`config.mk`:
```
export PLATFORM = sky130hd
export DESIGN_NAME = sd_cmd_phy
export DESIGN_NICKNAME = d
export VERILOG_FILES = /design/src/rtl/sd_cmd_pkg.sv /design/src/rtl/sd_crc7.sv /design/src/rtl/sd_cmd_phy.sv
export SDC_FILE = /design/constraint.sdc
export NUM_CORES = 1
export LEC_CHECK = 0
export CAP_MARGIN = 5
export CELL_PAD_IN_SITES_DETAIL_PLACEMENT = 1
export CELL_PAD_IN_SITES_GLOBAL_PLACEMENT = 1
export CORE_MARGIN = 4
export CORE_UTILIZATION = 47
export DETAILED_ROUTE_END_ITERATION = 10
export DONT_BUFFER_PORTS = 1
export GPL_TIMING_DRIVEN = 0
export PLACE_DENSITY_LB_ADDON = 0.1
export SLEW_MARGIN = 20
export SYNTH_ARGS = -nofsm -noshare
export SYNTH_HDL_FRONTEND = slang
export SYNTH_HIERARCHICAL = 1
export SYNTH_SLANG_ARGS = --single-unit
```
`constraint.sdc`:
```
create_clock -name sd_clock -period 2.55 [get_ports sd_clock]
set_clock_uncertainty 0.15 [all_clocks]
set_input_delay 0.3825 -clock sd_clock [delete_from_list [all_inputs] [get_ports sd_clock]]
set_output_delay 0.3825 -clock sd_clock [all_outputs]
set_load 0.01 [all_outputs]
```
`src/rtl/sd_cmd_pkg.sv`:
```
// Shared definitions for the SD CMD-line PHY: controller state encoding,
// frame and timing constants, and the single-bit CRC7 update.
package sd_cmd_pkg;

    localparam int FRAME_BITS  = 48;
    localparam int NCR_MAX     = 64;
    localparam int TURN_CYCLES = 2;
    localparam logic [6:0] CRC7_POLY = 7'h09;

    typedef enum logic [2:0] {
        ST_IDLE,
        ST_SEND,
        ST_TURN,
        ST_WAIT_START,
        ST_RECEIVE,
        ST_CHECK,
        ST_DONE
    } state_t;

    // One LFSR step of x^7 + x^3 + 1, message bit entering at the top.
    function automatic logic [6:0] crc7_step(input logic [6:0] crc, input logic b);
        logic fb;
        fb = b ^ crc[6];
        return {crc[5:0], 1'b0} ^ (fb ? CRC7_POLY : 7'h00);
    endfunction

endpackage

```
`src/rtl/sd_crc7.sv`:
```
// Bit-serial CRC7 accumulator with synchronous clear and per-bit enable.
module sd_crc7
    import sd_cmd_pkg::*;
(
    input  logic       clk_i,
    input  logic       rst_n_i,
    input  logic       clear_i,
    input  logic       enable_i,
    input  logic       bit_i,
    output logic [6:0] crc_o
);

    logic [6:0] crc_q;
    logic [6:0] crc_d;

    always_comb begin
        crc_d = crc_q;
        if (clear_i) begin
            crc_d = '0;
        end else if (enable_i) begin
            crc_d = crc7_step(crc_q, bit_i);
        end
    end

    always_ff @(posedge clk_i) begin
        if (!rst_n_i) begin
            crc_q <= '0;
        end else begin
            crc_q <= crc_d;
        end
    end

    assign crc_o = crc_q;

endmodule

```
`src/rtl/sd_cmd_phy.sv`:
```
// SD CMD-line PHY: serialises a 48-bit command frame, optionally waits for
// and deserialises a 48-bit response, then reports status until acknowledged.
module sd_cmd_phy
    import sd_cmd_pkg::*;
(
    input  logic        sd_clock,
    input  logic        reset_n,
    input  logic        strobe_in,
    input  logic [5:0]  cmd_index,
    input  logic [31:0] cmd_arg,
    input  logic        resp_expected,
    input  logic        crc_check_en,
    input  logic        ack_in,
    output logic        pad_oe,
    output logic        pad_enable,
    output logic        pad_data_out,
    input  logic        pad_data_in,
    output logic        busy,
    output logic        done,
    output logic [5:0]  resp_index,
    output logic [31:0] resp_arg,
    output logic        timeout_err,
    output logic        crc_err,
    output logic        frame_err
);

    localparam logic [6:0] SEND_LAST    = 7'(FRAME_BITS - 1);
    localparam logic [6:0] PAYLOAD_BITS = 7'(FRAME_BITS - 8);
    localparam logic [6:0] TURN_LAST    = 7'(TURN_CYCLES - 1);
    localparam logic [6:0] NCR_LAST     = 7'(NCR_MAX - 1);
    localparam logic [6:0] RECV_LAST    = 7'(FRAME_BITS - 2);
    localparam logic [6:0] RX_CRC_BITS  = 7'(FRAME_BITS - 9);

    state_t      state_q, state_d;
    logic [6:0]  cnt_q, cnt_d;
    logic [39:0] tx_shift_q, tx_shift_d;
    logic [46:0] rx_shift_q, rx_shift_d;   // start bit is implied, bits 46..0 kept
    logic        resp_exp_q, resp_exp_d;
    logic        crc_en_q, crc_en_d;
    logic        tmo_q, tmo_d;
    logic        crc_err_q, crc_err_d;
    logic        frm_err_q, frm_err_d;
    logic [5:0]  resp_index_q, resp_index_d;
    logic [31:0] resp_arg_q, resp_arg_d;

    logic        accept;
    logic [6:0]  tx_crc;
    logic [6:0]  rx_crc;

    assign accept = (state_q == ST_IDLE) && strobe_in;

    sd_crc7 u_tx_crc (
        .clk_i    (sd_clock),
        .rst_n_i  (reset_n),
        .clear_i  (accept),
        .enable_i ((state_q == ST_SEND) && (cnt_q < PAYLOAD_BITS)),
        .bit_i    (tx_shift_q[39]),
        .crc_o    (tx_crc)
    );

    // The leading start bit is 0 and leaves a zero-seeded CRC unchanged, so
    // accumulation starts with the transmission bit.
    sd_crc7 u_rx_crc (
        .clk_i    (sd_clock),
        .rst_n_i  (reset_n),
        .clear_i  (accept),
        .enable_i ((state_q == ST_RECEIVE) && (cnt_q < RX_CRC_BITS)),
        .bit_i    (pad_data_in),
        .crc_o    (rx_crc)
    );

    always_comb begin
        state_d      = state_q;
        cnt_d        = cnt_q;
        tx_shift_d   = tx_shift_q;
        rx_shift_d   = rx_shift_q;
        resp_exp_d   = resp_exp_q;
        crc_en_d     = crc_en_q;
        tmo_d        = tmo_q;
        crc_err_d    = crc_err_q;
        frm_err_d    = frm_err_q;
        resp_index_d = resp_index_q;
        resp_arg_d   = resp_arg_q;

        case (state_q)
            ST_IDLE: begin
                if (strobe_in) begin
                    state_d    = ST_SEND;
                    cnt_d      = '0;
                    tx_shift_d = {2'b01, cmd_index, cmd_arg};
                    resp_exp_d = resp_expected;
                    crc_en_d   = crc_check_en;
                    tmo_d      = 1'b0;
                    crc_err_d  = 1'b0;
                    frm_err_d  = 1'b0;
                end
            end
            ST_SEND: begin
                cnt_d = cnt_q + 7'd1;
                if (cnt_q < PAYLOAD_BITS) begin
                    tx_shift_d = {tx_shift_q[38:0], 1'b0};
                end
                if (cnt_q == SEND_LAST) begin
                    cnt_d   = '0;
                    state_d = resp_exp_q ? ST_TURN : ST_DONE;
                end
            end
            ST_TURN: begin
                cnt_d = cnt_q + 7'd1;
                if (cnt_q == TURN_LAST) begin
                    cnt_d   = '0;
                    state_d = ST_WAIT_START;
                end
            end
            ST_WAIT_START: begin
                if (!pad_data_in) begin
                    state_d    = ST_RECEIVE;
                    cnt_d      = '0;
                    rx_shift_d = '0;
                end else if (cnt_q == NCR_LAST) begin
                    tmo_d   = 1'b1;
                    state_d = ST_DONE;
                end else begin
                    cnt_d = cnt_q + 7'd1;
                end
            end
            ST_RECEIVE: begin
                rx_shift_d = {rx_shift_q[45:0], pad_data_in};
                cnt_d      = cnt_q + 7'd1;
                if (cnt_q == RECV_LAST) begin
                    state_d = ST_CHECK;
                end
            end
            ST_CHECK: begin
                frm_err_d    = rx_shift_q[46] | ~rx_shift_q[0];
                crc_err_d    = crc_en_q & (rx_shift_q[7:1] != rx_crc);
                resp_index_d = rx_shift_q[45:40];
                resp_arg_d   = rx_shift_q[39:8];
                state_d      = ST_DONE;
            end
            ST_DONE: begin
                if (ack_in) begin
                    state_d = ST_IDLE;
                end
            end
            default: state_d = ST_IDLE;
        endcase
    end

    always_ff @(posedge sd_clock) begin
        if (!reset_n) begin
            state_q      <= ST_IDLE;
            cnt_q        <= '0;
            tx_shift_q   <= '0;
            rx_shift_q   <= '0;
            resp_exp_q   <= 1'b0;
            crc_en_q     <= 1'b0;
            tmo_q        <= 1'b0;
            crc_err_q    <= 1'b0;
            frm_err_q    <= 1'b0;
            resp_index_q <= '0;
            resp_arg_q   <= '0;
        end else begin
            state_q      <= state_d;
            cnt_q        <= cnt_d;
            tx_shift_q   <= tx_shift_d;
            rx_shift_q   <= rx_shift_d;
            resp_exp_q   <= resp_exp_d;
            crc_en_q     <= crc_en_d;
            tmo_q        <= tmo_d;
            crc_err_q    <= crc_err_d;
            frm_err_q    <= frm_err_d;
            resp_index_q <= resp_index_d;
            resp_arg_q   <= resp_arg_d;
        end
    end

    // Frame bit order on the wire: 40 payload bits, 7 CRC bits, end bit.
    always_comb begin
        pad_data_out = 1'b1;
        if (state_q == ST_SEND) begin
            if (cnt_q < PAYLOAD_BITS) begin
                pad_data_out = tx_shift_q[39];
            end else if (cnt_q < SEND_LAST) begin
                pad_data_out = tx_crc[3'(SEND_LAST - 7'd1 - cnt_q)];
            end
        end
    end

    assign pad_oe      = (state_q == ST_SEND);
    assign pad_enable  = (state_q != ST_IDLE) && (state_q != ST_DONE);
    assign busy        = (state_q != ST_IDLE);
    assign done        = (state_q == ST_DONE);
    assign timeout_err = tmo_q;
    assign crc_err     = crc_err_q;
    assign frame_err   = frm_err_q;
    assign resp_index  = resp_index_q;
    assign resp_arg    = resp_arg_q;

endmodule

```
==> results_dict.tcl, run 1 <==
set metrics [dict create \
    drc_errors 0 \
    grt_first_pass_wirelength_um 29900 \
    cts.clk_slew.worst_paths_ns 0.06 \
    drtIter0Drc 357 \
    core_region_area_um2 13500 \
    totalWireLength_um 17600 \
    setup_viol 0 \
    syn_to_final_growth_pct 17.5 \
    crit_fanout 10 \
    grt_max_degree 17 \
    yosysTopAreaCellShare_pct 47.0 \
    wl_per_cell_um 17.6 \
    cts.sinks 154 \
    cts_buffers 17 \
    p_clk_share_pct 44.4 \
    via_count 5594 \
    synth_nets 809 \
    rows 42 \
    cts_setup_buffers 0 \
    cts_tree "yes" \
    track_usage_pct 22.9 \
    slew_headroom_pct 47.6 \
    root_buffer "clkbuf_16" \
    synth.most_common_cell "nand2_1" \
    netlist_top_cells_count "nand2_1, dfxtp_1, nor2_1" \
    yosys-top-cells-area "dfxtp_1, nand2_1, a311oi_2, nor2_1, a22oi_1" \
    synth-edff-count 0 \
    vias_per_cell 5.59 \
    synthArstFlopShare_pct 0 \
    cts_buffer_depth 2 \
    critical_path_required_ns 2.02 \
    cts_max_level 4 \
    nNetsFinal 860 \
    drive_above_1_share_pct 12.7 \
    clk_latency_ns 0.43 \
    vdd_drop_max_uv 424 \
    endpoint_kind "primary output" \
    avgSynthCellArea_um2 8.63 \
    timing.final.crit_share_pct 98.4 \
    seqPwrFrac_pct 46.1 \
    ys.warnings.count 6 \
    antenna_found_initial 0 \
    ant_nets 0 \
    io_buffers 0 \
    status "finished, final reports clean" \
    grt_pass1_vias 5969 \
    postLayoutCoreUtil_pct 57.3 \
    ys_seq_elements 154 \
    firstDrtPassIters 5 \
    netlist_area_um2 6560 \
    synth_top_area_cell "dfxtp_1" \
    die_h_um 126 \
    p_int_mw 4.13 \
    p_sw_share_pct 24.8 \
    cp-start-kind "flip-flop" \
    place_ws_ns 0.106 \
    grt_overflow 0 \
    fp.dieW_um 126 \
    slew_viol_final 0 \
    dp_hpwl_um 12200 \
    ys.flop_type "dfxtp_1" \
    power_density_nw_per_um2 713 \
    cap_viol_max_count 0 \
    synth.distinct_cells 51 \
    critPathKind "reg2out" \
    diodes 0 \
    fin_ws_ns 0.0409 \
    ys_seq_area_share_pct 47.0 \
    hold_viol_final 0 \
    start_util_pct 48.7 \
    p_sw_mw 1.36 \
    leakage_nw 2.69 \
    dieArea_um2 15900 \
    p_comb_share_pct 9.4 \
    hold_class "in2reg" \
    worst_pin_slew_ns 0.786 \
    place.gp.congestion 0.859 \
    syn_inst 760 \
    critPathArrivalTime_ns 1.98 \
    fmax_ghz 0.399 \
    timing.final.crit_period_ns 2.51 \
    rsz0062_at_grt "true" \
    ioPinCount 91 \
]
[critical path: stages (launching register included)]
cell and delay (ns):
dfxtp_1 0.30, buf_6 0.13, or3b_1 0.35, buf_4 0.18
or3_4 0.42, nor2_2 0.11, a21oi_2 0.06
[state kept, by name, summed over array words and instances, names as in the netlist]
register,count
rx_shift_q,47
tx_shift_q,40
resp_arg,32
cnt_q,7
u_rx_crc/crc_o,7
u_tx_crc/crc_o,7
resp_index,6
state_q,3
crc_en_q,1
crc_err,1
frame_err,1
resp_exp_q,1
timeout_err,1
[placed cells by master, fill, tap and decap left out, types with 5 or more instances in the layout]
| master | Yosys | routed |
|---|---|---|
| buf_6 | 9 | 9 |
| nor3_1 | 6 | 6 |
| a21oi_1 | 52 | 51 |
| nor2_1 | 113 | 112 |
| buf_2 | 5 | 5 |
| a22oi_1 | 48 | 48 |
| clkbuf_16 | 0 | 17 |
| o21ai_0 | 9 | 9 |
| inv_1 | 9 | 9 |
| dfxtp_1 | 154 | 152 |
| clkbuf_1 | 47 | 46 |
| mux2i_1 | 11 | 11 |
| a311oi_2 | 37 | 37 |
| nand2_1 | 167 | 167 |
| dlygate4sd3_1 | 0 | 32 |
| nand3_1 | 20 | 20 |
| xnor2_1 | 6 | 6 |
[power groups by stage]
stage	Sequential (mW)	Combinational, mW	Clock (mW)
after global placement	2.58	0.452	0
final	2.53	0.519	2.44
after CTS	2.53	0.518	2.48
after detailed placement	2.58	0.474	0
after floorplan	2.57	0.378	0
after global routing	2.54	0.573	2.61
[metal layers]
metal | wire, µm | GRT usage (%) | up-vias
met4 | 182 | 6.37 | 0
met5 | 0 | 0 | -
met3 | 868 | 5.42 | 15
li1 | - | - | 2728
met2 | 8770 | 39.3 | 118
met1 | 7790 | 28.7 | 2733
[area by class of cell]
cell class,instances,area [µm²]
well taps,176,220
inverters,10,37.5
clock buffers,22,484
flip-flops and latches,154,3090
fillers,1579,5750
repair buffers,32,320
plain buffers,63,323
clock inverters,10,92.6
multi-input cells,533,3140
[worst paths after layout]
path / startpoint / to / slack (ns) / cells past startpoint
max: state_q[1] / pad_data_out / 0.04 / 6
min: cmd_arg[20] / tx_shift_q[20] / 0.01 / 2
min reg2reg: crc_en_q / crc_en_q / 0.31 / 2
max reg2reg: state_q[1] / tx_shift_q[18] / 0.19 / 8
[through the flow]
step	instance area (µm²)	TNS, ns	cells	power [mW]	hold WS [ns]
final	7700	0	1000	5.49	0.0128
after global routing	7700	-0.0468	1000	5.73	0.0165
after CTS	7690	0	1000	5.53	0.00329
after detailed placement	6780	0	936	3.06	0.302
after global placement	6780	0	936	3.03	0.301
after floorplan	6560	0	760	2.95	0.287
[cell families (layout without fill, tap and decap cells)]
kind of cell | count (synthesis) | count (layout) | share of synthesized area [%]
simple gates | 341 | 341 | 22.2
xor+xnor | 10 | 10 | 1.34
mux | 12 | 12 | 2.02
buf+inv | 73 | 137 | 5.42
compound gates | 166 | 166 | 21.2
flops | 154 | 154 | 47.0
fa+ha+maj | 4 | 4 | 0.763
[what timing repair did]
item | CTS | global route
endpoints found under the hold margin | 32 | 0
hold buffers | 32 | 0
setup endpoints to repair | 1 | 5
resized for setup | 6 | 7
(Power assumes the default switching activity.)
==> run 2, diff against run 1 <==
--- a/config.mk
+++ b/config.mk
@@ -8,13 +8,12 @@
 export CAP_MARGIN = 5
 export CELL_PAD_IN_SITES_DETAIL_PLACEMENT = 1
 export CELL_PAD_IN_SITES_GLOBAL_PLACEMENT = 1
-export CORE_MARGIN = 4
-export CORE_UTILIZATION = 47
+export CORE_MARGIN = 2
+export CORE_UTILIZATION = 35
 export DETAILED_ROUTE_END_ITERATION = 10
 export DONT_BUFFER_PORTS = 1
 export GPL_TIMING_DRIVEN = 0
 export PLACE_DENSITY_LB_ADDON = 0.1
-export SLEW_MARGIN = 20
 export SYNTH_ARGS = -nofsm -noshare
 export SYNTH_HDL_FRONTEND = slang
 export SYNTH_HIERARCHICAL = 1
==> run 2 against run 1 <==
Clock power hardly changed. Hold slack better by 0.0081 ns. Power is 0.33% higher. Sequential power hardly changed. Routed wire length is 0.66% lower. Utilization is 15 points lower. Via count is 0.45% lower. Die area is 25% higher. Critical path depth stayed put. Fmax is 3.1% higher. Count of clock-buffer cells in the layout is 3 lower.
==> results_dict.tcl, run 2 (same netlist as run 1, synthesis figures left out) <==
set metrics [dict create \
    place_ws_ns 0.0991 \
    timing.final.crit_share_pct 95.4 \
    ioPinCount 91 \
    antenna_found_initial 0 \
    via_count 5569 \
    status "finished, final reports clean" \
    vias_per_cell 5.24 \
    slew_viol_final 0 \
    final.fill_count 2179 \
    seqPwrFrac_pct 45.9 \
    grt_overflow 0 \
    cts_buffer_depth 2 \
    dpl_cell_area_um2 6850 \
    wl_per_cell_um 16.5 \
    clk_latency_ns 0.42 \
    place.gp.congestion 0.789 \
    final_common_cell "nand2_1" \
    vdd_drop_max_uv 392 \
    io_buffers 0 \
    drtIter0Drc 274 \
    setup_tns_ns 0 \
    fmax_ghz 0.411 \
    cap_viol_max_count 0 \
    critical_path_required_ns 2.02 \
    slowest_delay_ns 0.36 \
    die_h_um 141 \
    placed_cells 994 \
    track_usage_pct 18.3 \
    worst_r2r_path_depth 9 \
    final_cells 1062 \
    hold_depth 2 \
    design_area_um2 7820 \
    leakage_nw 2.71 \
    timing.final.crit_period_ns 2.43 \
    power_density_nw_per_um2 705 \
    cp_slowest_cell "or3_4" \
    cts_buffers 17 \
    cts_tree "yes" \
    dp_hpwl_um 12500 \
    grt_pass1_vias 5855 \
    grt_first_pass_wirelength_um 29400 \
    totalWireLength_um 17500 \
    syn_to_final_growth_pct 19.2 \
    crit_chain "buf_6, or3b_1, buf_4, or3_4, nor2_2, a21oi_2" \
    hold-worst-slack_ns 0.0209 \
    rows 50 \
    p_comb_share_pct 9.5 \
    slew_headroom_pct 52.3 \
    root_buffer "clkbuf_16" \
    grt_max_degree 17 \
    crit_fanout 10 \
    endpoint_kind "primary output" \
    drive_above_1_share_pct 12.8 \
    cts_max_level 4 \
    p_int_mw 4.09 \
    critPathArrivalTime_ns 1.90 \
    worst_pin_slew_ns 0.715 \
    drc_errors 0 \
    setup.worst_path.start "state_q[1]" \
    hold_viol_final 0 \
    firstDrtPassIters 4 \
    p_sw_mw 1.42 \
    core_region_area_um2 18500 \
    hold_class "in2reg" \
    fin_ws_ns 0.116 \
    largest_register_ffs 47 \
    p_sw_share_pct 25.8 \
    ant_nets 0 \
    rsz0062_at_grt "false" \
    start_util_pct 35.4 \
    nNetsFinal 864 \
    final_cell_mix "nand2_1, dfxtp_1, nor2_1, a21oi_1, a22oi_1" \
    critPathKind "reg2out" \
    fp.dieW_um 141 \
    diodes 0 \
    setup_viol 0 \
    worstHoldStart "cmd_arg[8]" \
    rr_startpoint "state_q[1]" \
    p_clk_share_pct 44.7 \
    multi_input_area_um2 3140 \
    cts.clk_slew.worst_paths_ns 0.06 \
    dieArea_um2 19800 \
    cp-start-kind "flip-flop" \
    top_register "rx_shift_q" \
    cts.sinks 154 \
    seq_area_um2 3090 \
]
[run 2: final cells by class]
class | count | area share [%]
timing repair buffer | 36 | 4.58
multi-input combinational | 533 | 40.2
clock inverter | 13 | 1.71
sequential | 154 | 39.5
tap | 234 | 3.75
inverter | 10 | 0.480
clock buffer | 19 | 5.67
buffer | 63 | 4.16
[run 2: worst max-delay path: cells and delay by family, from the launching register on]
| family | cells | cell delay, ns |
|---|---|---|
| compound gates | 1 | 0.06 |
| buf+inv | 2 | 0.32 |
| flops | 1 | 0.31 |
| simple gates | 3 | 0.80 |
[run 2: final timing paths]
path | slack, ns | endpoint
max | 0.12 | pad_data_out
min | 0.02 | tx_shift_q[8]
min reg2reg | 0.31 | crc_en_q
max reg2reg | 0.18 | tx_shift_q[32]
[run 2: power groups by stage]
stage / combinational [mW] / sequential [mW] / clock (mW)
finish: 0.522 / 2.53 / 2.46
global route: 0.581 / 2.54 / 2.63
CTS: 0.527 / 2.53 / 2.54
detailed placement: 0.478 / 2.58 / 0
global placement: 0.460 / 2.58 / 0
floorplan: 0.378 / 2.57 / 0
[run 2: stage by stage]
step           util (%)  total power, mW
2_1_floorplan         -             2.95
3_3_place_gp       37.0             3.04
3_5_place_dp       37.0             3.06
4_1_cts            42.1             5.59
5_1_grt            42.2             5.75
6_report           42.2             5.51
[run 2: repair_timing]
item / in CTS / in global routing
hold buffers: 35 / 0
resized for setup: 8 / 6
setup buffers: 0 / 1
endpoints found under the hold margin: 35 / 0
pin swaps: 0 / 2
endpoints found under the setup margin: 2 / 9
[run 2: metal layers]
metal,track usage (%),vias up,routed length (µm)
li1,-,2738,-
met1,24.6,2742,8450
met2,29.2,84,8360
met3,4.65,5,598
met4,5.26,0,89
met5,0,-,0
